<file path="src/rtl/text_overlay_renderer.sv">
// text_overlay_renderer
//   Draws a one-row string of up to N_CHARS 8x16 glyphs (or 16x32 when scaled)
//   at a programmable screen origin. Emits one font bit per pixel, three clock
//   cycles after the pixel coordinates are presented.
//
//   The glyph image is a built-in table: code 0 is blank, code 1 is 'D',
//   code 2 is 'J', and every other code is blank.
//
// Ports
//   reloj       pixel clock, all logic on the rising edge
//   resetM      synchronous reset, active high
//   Qh, Qv      horizontal / vertical pixel counters
//   video_on    visible-area flag aligned with Qh/Qv
//   frame_tick  one-cycle pulse per frame (vertical blanking)
//   wr_en       character-buffer write strobe
//   wr_addr     character slot index
//   wr_code     glyph code to store
//   wr_blink    blink attribute for the slot
//   origin_h/v  requested origin, taken on frame_tick
//   scale2x     requested scale, taken on frame_tick
//   clr_busy    high while the buffer is being cleared
//   pix_on      font bit for the pixel presented 3 cycles earlier
module text_overlay_renderer #(
  parameter int N_CHARS    = 8,
  parameter int CODE_W     = 6,
  parameter int ORG_H_DEF  = 400,
  parameter int ORG_V_DEF  = 256,
  parameter int BLINK_LOG2 = 5
) (
  input  logic              reloj,
  input  logic              resetM,
  input  logic [9:0]        Qh,
  input  logic [9:0]        Qv,
  input  logic              video_on,
  input  logic              frame_tick,
  input  logic              wr_en,
  input  logic [5:0]        wr_addr,
  input  logic [CODE_W-1:0] wr_code,
  input  logic              wr_blink,
  input  logic [9:0]        origin_h,
  input  logic [9:0]        origin_v,
  input  logic              scale2x,
  output logic              clr_busy,
  output logic              pix_on
);

  localparam int SLOT_W = (N_CHARS > 1) ? $clog2(N_CHARS) : 1;
  localparam logic [SLOT_W-1:0] LAST_SLOT = SLOT_W'(N_CHARS - 1);
  localparam logic [10:0] WIN_W0 = 11'(N_CHARS * 8);

  // state    | meaning
  // ST_CLEAR | zeroing one buffer slot per cycle, output forced low
  // ST_RUN   | normal rendering, host writes accepted
  typedef enum logic {ST_CLEAR, ST_RUN} state_e;

  state_e            state_q, state_d;
  logic [SLOT_W-1:0] clr_cnt_q, clr_cnt_d;

  logic              buf_we;
  logic [SLOT_W-1:0] buf_waddr;
  logic [CODE_W:0]   buf_wdata;
  logic [CODE_W:0]   char_buf_q [N_CHARS];

  logic [9:0]        org_h_q, org_v_q;
  logic              scale_q;
  logic [BLINK_LOG2-1:0] blink_cnt_q;
  logic              phase_q;

  // FSM state register
  always_ff @(posedge reloj) begin
    if (resetM) begin
      state_q   <= ST_CLEAR;
      clr_cnt_q <= '0;
    end else begin
      state_q   <= state_d;
      clr_cnt_q <= clr_cnt_d;
    end
  end

  // FSM next state
  always_comb begin
    state_d   = state_q;
    clr_cnt_d = clr_cnt_q;
    case (state_q)
      ST_CLEAR: begin
        if (clr_cnt_q == LAST_SLOT) begin
          state_d   = ST_RUN;
          clr_cnt_d = '0;
        end else begin
          clr_cnt_d = clr_cnt_q + 1'b1;
        end
      end
      default: state_d = ST_RUN;
    endcase
  end

  // FSM outputs: buffer write port is owned by the clear sequence in ST_CLEAR
  always_comb begin
    clr_busy  = 1'b0;
    buf_we    = 1'b0;
    buf_waddr = '0;
    buf_wdata = '0;
    case (state_q)
      ST_CLEAR: begin
        clr_busy  = 1'b1;
        buf_we    = 1'b1;
        buf_waddr = clr_cnt_q;
      end
      default: begin
        buf_we    = wr_en && ({1'b0, wr_addr} < 7'(N_CHARS));
        buf_waddr = SLOT_W'(wr_addr);
        buf_wdata = {wr_code, wr_blink};
      end
    endcase
  end

  // Character buffer {code, blink}; no reset, the clear sequence owns init
  always_ff @(posedge reloj) begin
    if (buf_we) char_buf_q[buf_waddr] <= buf_wdata;
  end

  // Shadow geometry and blink phase, updated only on frame_tick
  always_ff @(posedge reloj) begin
    if (resetM) begin
      org_h_q     <= 10'(ORG_H_DEF);
      org_v_q     <= 10'(ORG_V_DEF);
      scale_q     <= 1'b0;
      blink_cnt_q <= '0;
      phase_q     <= 1'b1;
    end else if (frame_tick) begin
      org_h_q     <= origin_h;
      org_v_q     <= origin_v;
      scale_q     <= scale2x;
      blink_cnt_q <= blink_cnt_q + 1'b1;
      if (&blink_cnt_q) phase_q <= ~phase_q;
    end
  end

  // Geometry
  logic [9:0]        rx, ry;
  logic [10:0]       win_w, win_h;
  logic              inside_d;
  logic [SLOT_W-1:0] slot_d;
  logic [2:0]        bit_d;
  logic [3:0]        row_d;

  always_comb begin
    rx       = Qh - org_h_q;
    ry       = Qv - org_v_q;
    win_w    = scale_q ? (WIN_W0 << 1) : WIN_W0;
    win_h    = scale_q ? 11'd32 : 11'd16;
    // Qh >= org_h also keeps rx from wrapping past 1023
    inside_d = (state_q == ST_RUN) && video_on &&
               (Qh >= org_h_q) && (Qv >= org_v_q) &&
               ({1'b0, rx} < win_w) && ({1'b0, ry} < win_h);
    slot_d   = SLOT_W'(scale_q ? (rx >> 4) : (rx >> 3));
    bit_d    = scale_q ? rx[3:1] : rx[2:0];
    row_d    = scale_q ? ry[4:1] : ry[3:0];
  end

  function automatic logic [7:0] glyph_row(input logic [CODE_W-1:0] code,
                                           input logic [3:0] row);
    logic [7:0] r;
    r = 8'h00;
    if (code == CODE_W'(1)) begin
      case (row)
        4'd0, 4'd15: r = 8'h00;
        4'd1, 4'd14: r = 8'hF8;
        4'd2, 4'd13: r = 8'h6C;
        default:     r = 8'h66;
      endcase
    end else if (code == CODE_W'(2)) begin
      case (row)
        4'd0, 4'd15:        r = 8'h00;
        4'd1:               r = 8'h1E;
        4'd11, 4'd12, 4'd13: r = 8'hCC;
        4'd14:              r = 8'h78;
        default:            r = 8'h0C;
      endcase
    end
    return r;
  endfunction

  // Three-stage pixel pipeline
  logic              in1_q, in2_q, in3_q;
  logic [SLOT_W-1:0] slot1_q;
  logic [2:0]        bit1_q, bit2_q, bit3_q;
  logic [3:0]        row1_q, row2_q;
  logic [CODE_W-1:0] code2_q;
  logic              blink2_q, blink3_q;
  logic [7:0]        font3_q;

  always_ff @(posedge reloj) begin
    if (resetM) begin
      in1_q    <= 1'b0;
      in2_q    <= 1'b0;
      in3_q    <= 1'b0;
      slot1_q  <= '0;
      bit1_q   <= '0;
      bit2_q   <= '0;
      bit3_q   <= '0;
      row1_q   <= '0;
      row2_q   <= '0;
      code2_q  <= '0;
      blink2_q <= 1'b0;
      blink3_q <= 1'b0;
      font3_q  <= '0;
    end else begin
      in1_q    <= inside_d;
      slot1_q  <= slot_d;
      bit1_q   <= bit_d;
      row1_q   <= row_d;
      // read-first: a same-cycle write to slot1_q is seen next read
      in2_q    <= in1_q;
      bit2_q   <= bit1_q;
      row2_q   <= row1_q;
      {code2_q, blink2_q} <= char_buf_q[slot1_q];
      in3_q    <= in2_q;
      bit3_q   <= bit2_q;
      blink3_q <= blink2_q;
      font3_q  <= glyph_row(code2_q, row2_q);
    end
  end

  // bit 0 selects the leftmost (MSB) font column
  assign pix_on = in3_q & font3_q[3'd7 - bit3_q] & (~blink3_q | phase_q) & ~clr_busy;

endmodule
</file>
<file path="config.mk">
export PLATFORM = sky130hd
export DESIGN_NAME = text_overlay_renderer
export DESIGN_NICKNAME = d
export VERILOG_FILES = /design/src/rtl/text_overlay_renderer.sv
export SDC_FILE = /design/constraint.sdc
export NUM_CORES = 1
export LEC_CHECK = 0
export CAP_MARGIN = 25
export CELL_PAD_IN_SITES_DETAIL_PLACEMENT = 0
export CELL_PAD_IN_SITES_GLOBAL_PLACEMENT = 1
export CORE_ASPECT_RATIO = 2
export CORE_MARGIN = 10
export CORE_UTILIZATION = 40
export DETAILED_ROUTE_END_ITERATION = 16
export GPL_ROUTABILITY_DRIVEN = 0
export GPL_TIMING_DRIVEN = 1
export PLACE_DENSITY = 0.75
export SYNTH_ARGS = -nofsm -noshare
export SYNTH_HDL_FRONTEND = slang
export SYNTH_SLANG_ARGS = --single-unit
</file>
<file path="constraint.sdc">
create_clock -name reloj -period 3.9 [get_ports reloj]
set_clock_uncertainty 0.2 [all_clocks]
set_input_delay 0.585 -clock reloj [delete_from_list [all_inputs] [get_ports reloj]]
set_output_delay 0.585 -clock reloj [all_outputs]
set_load 0.01 [all_outputs]
</file>
-- After elaboration in Yosys (flattened, before gate mapping)
Memories as Yosys holds them, arrays and structs flattened. A register that Yosys moved wholly into a read port is not among the register bits.
Cells that the tools add are included.
Widths: inputs -> output; s select.
- bits in registers: 63
- latch bits: 0
- RAM bits: 56
- memory bits (read-only): 0
- input port bits: 59
- output and inout port bits: 2
- word-level logic and storage cells: 78
- memories kept: 1
- add/subtract/negate cells: 5
- multipliers: 0
- div/mod/pow operators: 0
- $lt $le $gt $ge: 6
- equality and inequality tests: 10
- shifts and indexed selects: 0
- muxes and demuxes: 20
- bitwise logic cells: 6
- reductions and logical operators: 12
- memories (memory ; words ; bits a word ; read ports ; clocked after Yosys merged registers in ; wr ports ; RTL line ; text):
    char_buf_q ; 8 ; 7 ; 1 ; 1 ; 1 ; 62 ; logic [CODE_W:0] char_buf_q [N_CHARS];
- operators by type and width (cell ; count):
    $pmux 8 s4 ; 1
    $mux 8 ; 3
    $pmux 8 s3 ; 1
    $eq 4x4->1 const B ; 5
    $ge 10x10->1 ; 2
    $sub 10x10->10 ; 2
    $mux 3 ; 4
    $lt 10x6->1 ; 1
    $lt 10x8->1 ; 1
    $mux 1 ; 7
    $mux 7 ; 1
    $eq 6x1->1 const B ; 1
    $eq 6x2->1 const B ; 1
    $logic_and 1x1->1 ; 6
    $lt 6x4->1 const B ; 1
    $mux 6 ; 1
    $reduce_and 6->1 ; 1
    $reduce_or 2->1 ; 3
    $add 5x1->5 const B ; 1
    $eq 4x1->1 const B ; 1
    $eq 4x2->1 const B ; 1
    $logic_not 4->1 ; 1
    $lt 3x4->1 const B ; 1
    $mux 4 ; 1
    8 further kinds ; 11

-- Longest topological paths before layout
- depth in word-level cells: 6
- depth in mapped cells: 16
- depth with buffers taken out: 16

-- Worst setup path before layout
OpenSTA, ideal clock, no wires.
- path type: input-to-reg
- start point: in Qv[1]
- end point: reg in1_q
- library setup time: 0.087 ns
- arrival time: 3.404 ns
- required time: 3.613 ns
- path slack: 0.208 ns
- stages on the path: 13
- buffers on the path: 0
- cell sequence: ha_1 -> a21o_1 -> a21oi_1 -> o21bai_1 -> a21oi_1 -> xnor2_1 -> ha_1 -> a2111o_1 -> nor4_2 -> nand3_1 -> a2111oi_2 -> nand4_1 -> nor4b_2
- longest elaborated chain between the ends: 4
- elaborated cells between the ends (all ways): 6
- those cells by class: 1 x add/sub; 2 x order compare; 3 x reduce/logical
- ends and longest elaborated chain (what ; RTL line ; text):
    from (decl) ; 33 ; input logic [9:0] Qv,
    branches (longest 3 deep; another with $sub 10x10->10) ; n/a ;
    $logic_and 1x1->1 (*) ; 155 ; ({1'b0, rx} < win_w) && ({1'b0, ry} < win_h);
    to (signal assigned) ; 209 ; in1_q <= inside_d;
    to (decl) ; 185 ; logic in1_q, in2_q, in3_q;
Every way passes the cells marked *.
A chain may end at the register's enable or synchronous reset.

-- Final worst setup path
Same ends and word-level chain as after synthesis.

==> metrics.md <==
| Metric | Value |
|---|---|
| R2r setup slk | `480 ps` |
| Worst IR drop on VDD | `0.000336 V` |
| Largest family of logic cells by synthesized area | `simple AND/OR/NAND/NOR gates` |
| Area delta synth->final | `26.3%` |
| Worst r2r path cells | `14` |
| Yosys top cell by area | `edfxtp_1` |
| DPL Wire Length | `9710 µm` |
| Proportion of synthesized area in mux cells | `12.1%` |
| Top cells by area, synth | `edfxtp_1 (29%), dfxtp_1 (24%), mux2i_1 (6.1%)` |
| Starting density of the core | `40.9%` |
| Die W | `106 µm` |
| Mapped Area | `0.00586 mm²` |
| Mapped Avg Cell Area | `11.2 µm²` |
| Hold Path End | `bit3_q[0]$_SDFF_PP0_` |
| Site Rows | `62` |
| Worst Hold Class | `flop to flop` |
| Status | `finished, final reports clean` |
| Crit start category | `primary input` |
| Arr. time, crit path | `3730 ps` |
| Crit share post-route | `92.5%` |
| Worst slack, placed | `-385 ps` |
| Total CTS buffers | `17` |
| Min cycle time layout | `3610 ps` |
| Largest net degree at the start of global routing | `62` |
| P_leak | `2.85 nW` |
| Post-CTS resize count | `0` |
| RSZ-0062 raised after global routing | `no` |
| Post-Synth XOR/XNOR Area | `2.09%` |
| Number of global-route vias before repair | `4455` |
| Antenna cell count | `0` |
| Worst slew margin | `37.7%` |
| P per Cell Area | `493 mW/mm²` |
| Worst-skew pair later-pin latency | `420 ps` |
| DRT iter0 DRCs | `112` |
| Clock slew at reported path FFs | `60 ps` |
| Crit-path max FO | `2` |
| Max Clk Rate | `277 MHz` |
| First-pass GRT wire length | `21300 µm` |
| Ys Warns | `0` |
| Syn nets | `608` |
| RR Endpoint | `in1_q$_SDFF_PP0_` |
| Max-capacitance violation count | `0` |
| H-tree Lvls | `4` |
| Worst r2r src | `org_v_q[1]$_SDFFE_PP0P_` |
| Top-Level Pins | `61` |
| Slew Limit Fails | `0` |
| Simple-Gate Fraction of Synth Area | `13.9%` |
| Adder-cell area share of the yosys netlist | `6.02%` |
| Post-CTS setup buffer count | `0` |
| Initial antenna violation count | `0` |
| CTS sink cnt | `125` |
| Top_reg_cell synth | `dfxtp_1` |
| Post-route setup slack | `291 ps` |
| Die area | `0.0202 mm²` |
| CTS tree | `yes` |
| Tot GR Track Use | `13.3%` |
| Layout Nets | `685` |
| Kind of critical path | `primary input to flop` |
| Die height | `191 µm` |
| Total power draw | `3.65 mW` |
| Post-synth EDFFs | `56` |
| Seq/Total Area, Yosys | `52.2%` |
| Final design utilization | `51.6%` |
| Overflow after GRT | `0` |
| DRC | `0` |
| Final setup viols | `0` |
| Post-synth top cells | `dfxtp_1 (69), nor2_1 (68), edfxtp_1 (56)` |
| Antenna Violating Nets Remaining | `0` |
| Most instantiated library cell after synthesis | `dfxtp_1` |
| Netlist cell types | `59` |
| Worst hold stages | `1` |
| Fraction of layout instances using a drive strength above 1 | `13.4%` |
| Setup crit end kind | `flop` |
| CTS Root Cell | `clkbuf_16` |
| Worst-Margin Slew | `934 ps` |
| Synthesis-stage register bit count | `125` |
| DR pass1 iterations | `4` |
| Routed wire length | `12900 µm` |
| Via count | `4107` |
| Asr flop ratio synth | `0%` |
| WL per Instance | `16.1 µm` |
| Clk buf depth | `2` |
| Cts hold-fix bufs | `0` |
| Post-synth top area share | `28.7%` |
| Vias/cell | `5.11` |
| Core box area | `0.0144 mm²` |
| Hold_sp | `bit2_q[0]$_SDFF_PP0_` |
| Final Hold Fails | `0` |
| Buffers on Ports | `60` |
| Post-synthesis instance total | `522` |
| Critical Path RT | `4020 ps` |
| Synth Area in Compound Gates | `9.67%` |
[cells in the final DEF, fill, tap and decap left out, types with 7 or more instances in the layout]
cell type	instances
nand2_1	17
nand4_1	8
clkbuf_16	17
mux4_2	15
and2_1	8
dfxtp_1	69
o21ai_0	15
a21oi_1	19
a31oi_1	7
edfxtp_1	56
nor2b_1	19
nor2_1	68
mux2i_1	36
inv_1	33
xnor2_1	8
a211oi_1	9
inv_8	7
nor3_1	8
buf_4	24
clkdlybuf4s50_1	59
ha_1	25
[per-stage QoR]
step                      area [µm²]  cells  hold WS [ps]  setup TNS [ps]
after floorplan                 5860    522           214               0
after global placement          6770    772           217            -248
after detailed placement        6770    772           225            -385
after CTS                       7390    804           240               0
after global routing            7410    804           267               0
final                           7410    804           238               0
[state kept, by name, summed over array words and instances (netlist names), 3 cells and up]
register,count
bit3_q,3
slot1_q,3
bit2_q,3
row1_q,4
org_h_q,10
char_buf_q,56
code2_q,6
row2_q,4
font3_q,7
clr_cnt_q,3
org_v_q,10
blink_cnt_q,5
bit1_q,3
[how the worst max path moves through the flow]
stage / slack, ps / to / startpoint / depth (start not counted)
after floorplan: 210 / in1_q$_SDFF_PP0_ / Qv[1] / 13
after global placement: -250 / in1_q$_SDFF_PP0_ / Qv[1] / 14
after detailed placement: -390 / in1_q$_SDFF_PP0_ / Qv[1] / 14
after CTS: 20 / in1_q$_SDFF_PP0_ / Qv[1] / 14
after global routing: 60 / in1_q$_SDFF_PP0_ / Qv[1] / 14
final: 290 / in1_q$_SDFF_PP0_ / Qv[1] / 14
[area by class of cell]
class | instances | area (µm²)
Clock buffer | 17 | 425
Clock inverter | 15 | 191
Fill cell | 1277 | 6940
Inverter | 34 | 128
Multi-Input combinational cell | 337 | 2580
Sequential cell | 125 | 3060
Tap cell | 192 | 240
Timing Repair Buffer | 84 | 776
[report_power, final]
part / switching, mW / leakage, nW / total [mW] / internal [mW]
combinational: 0.245 / 1.44 / 0.520 / 0.275
clock: 0.689 / 0.300 / 1.62 / 0.927
sequential: 0.0682 / 1.12 / 1.52 / 1.45
total: 1.00 / 2.85 / 3.65 / 2.65
[layer usage]
metal / up-vias / routed length (µm) / GRT usage [%]
met5: - / 0 / 0
met4: 0 / 403 / 6.54
met3: 25 / 389 / 3.24
met2: 63 / 7500 / 26.6
met1: 1972 / 4630 / 11.9
li1: 2047 / - / -
[logic make-up (layout without fill, tap and decap cells)]
logic type / count (synthesis) / count (layout)
mux: 52 / 52
buf+inv: 60 / 150
fa+ha+maj: 27 / 27
simple gates: 160 / 160
flops: 125 / 125
compound gates: 84 / 84
xor+xnor: 14 / 14
[worst max-delay path: stages]
cell             delay [ps]
clkdlybuf4s50_1         430
ha_1                    320
a21o_1                  200
a21oi_2                 160
o21bai_1                100
a21oi_1                 160
xnor2_1                 140
ha_1                    260
a2111o_1                430
nor4_2                  240
nand3_1                 150
a2111oi_4               210
nand4_1                 140
nor4b_2                 220
Note: power is estimated with default switching activity, not from simulation.
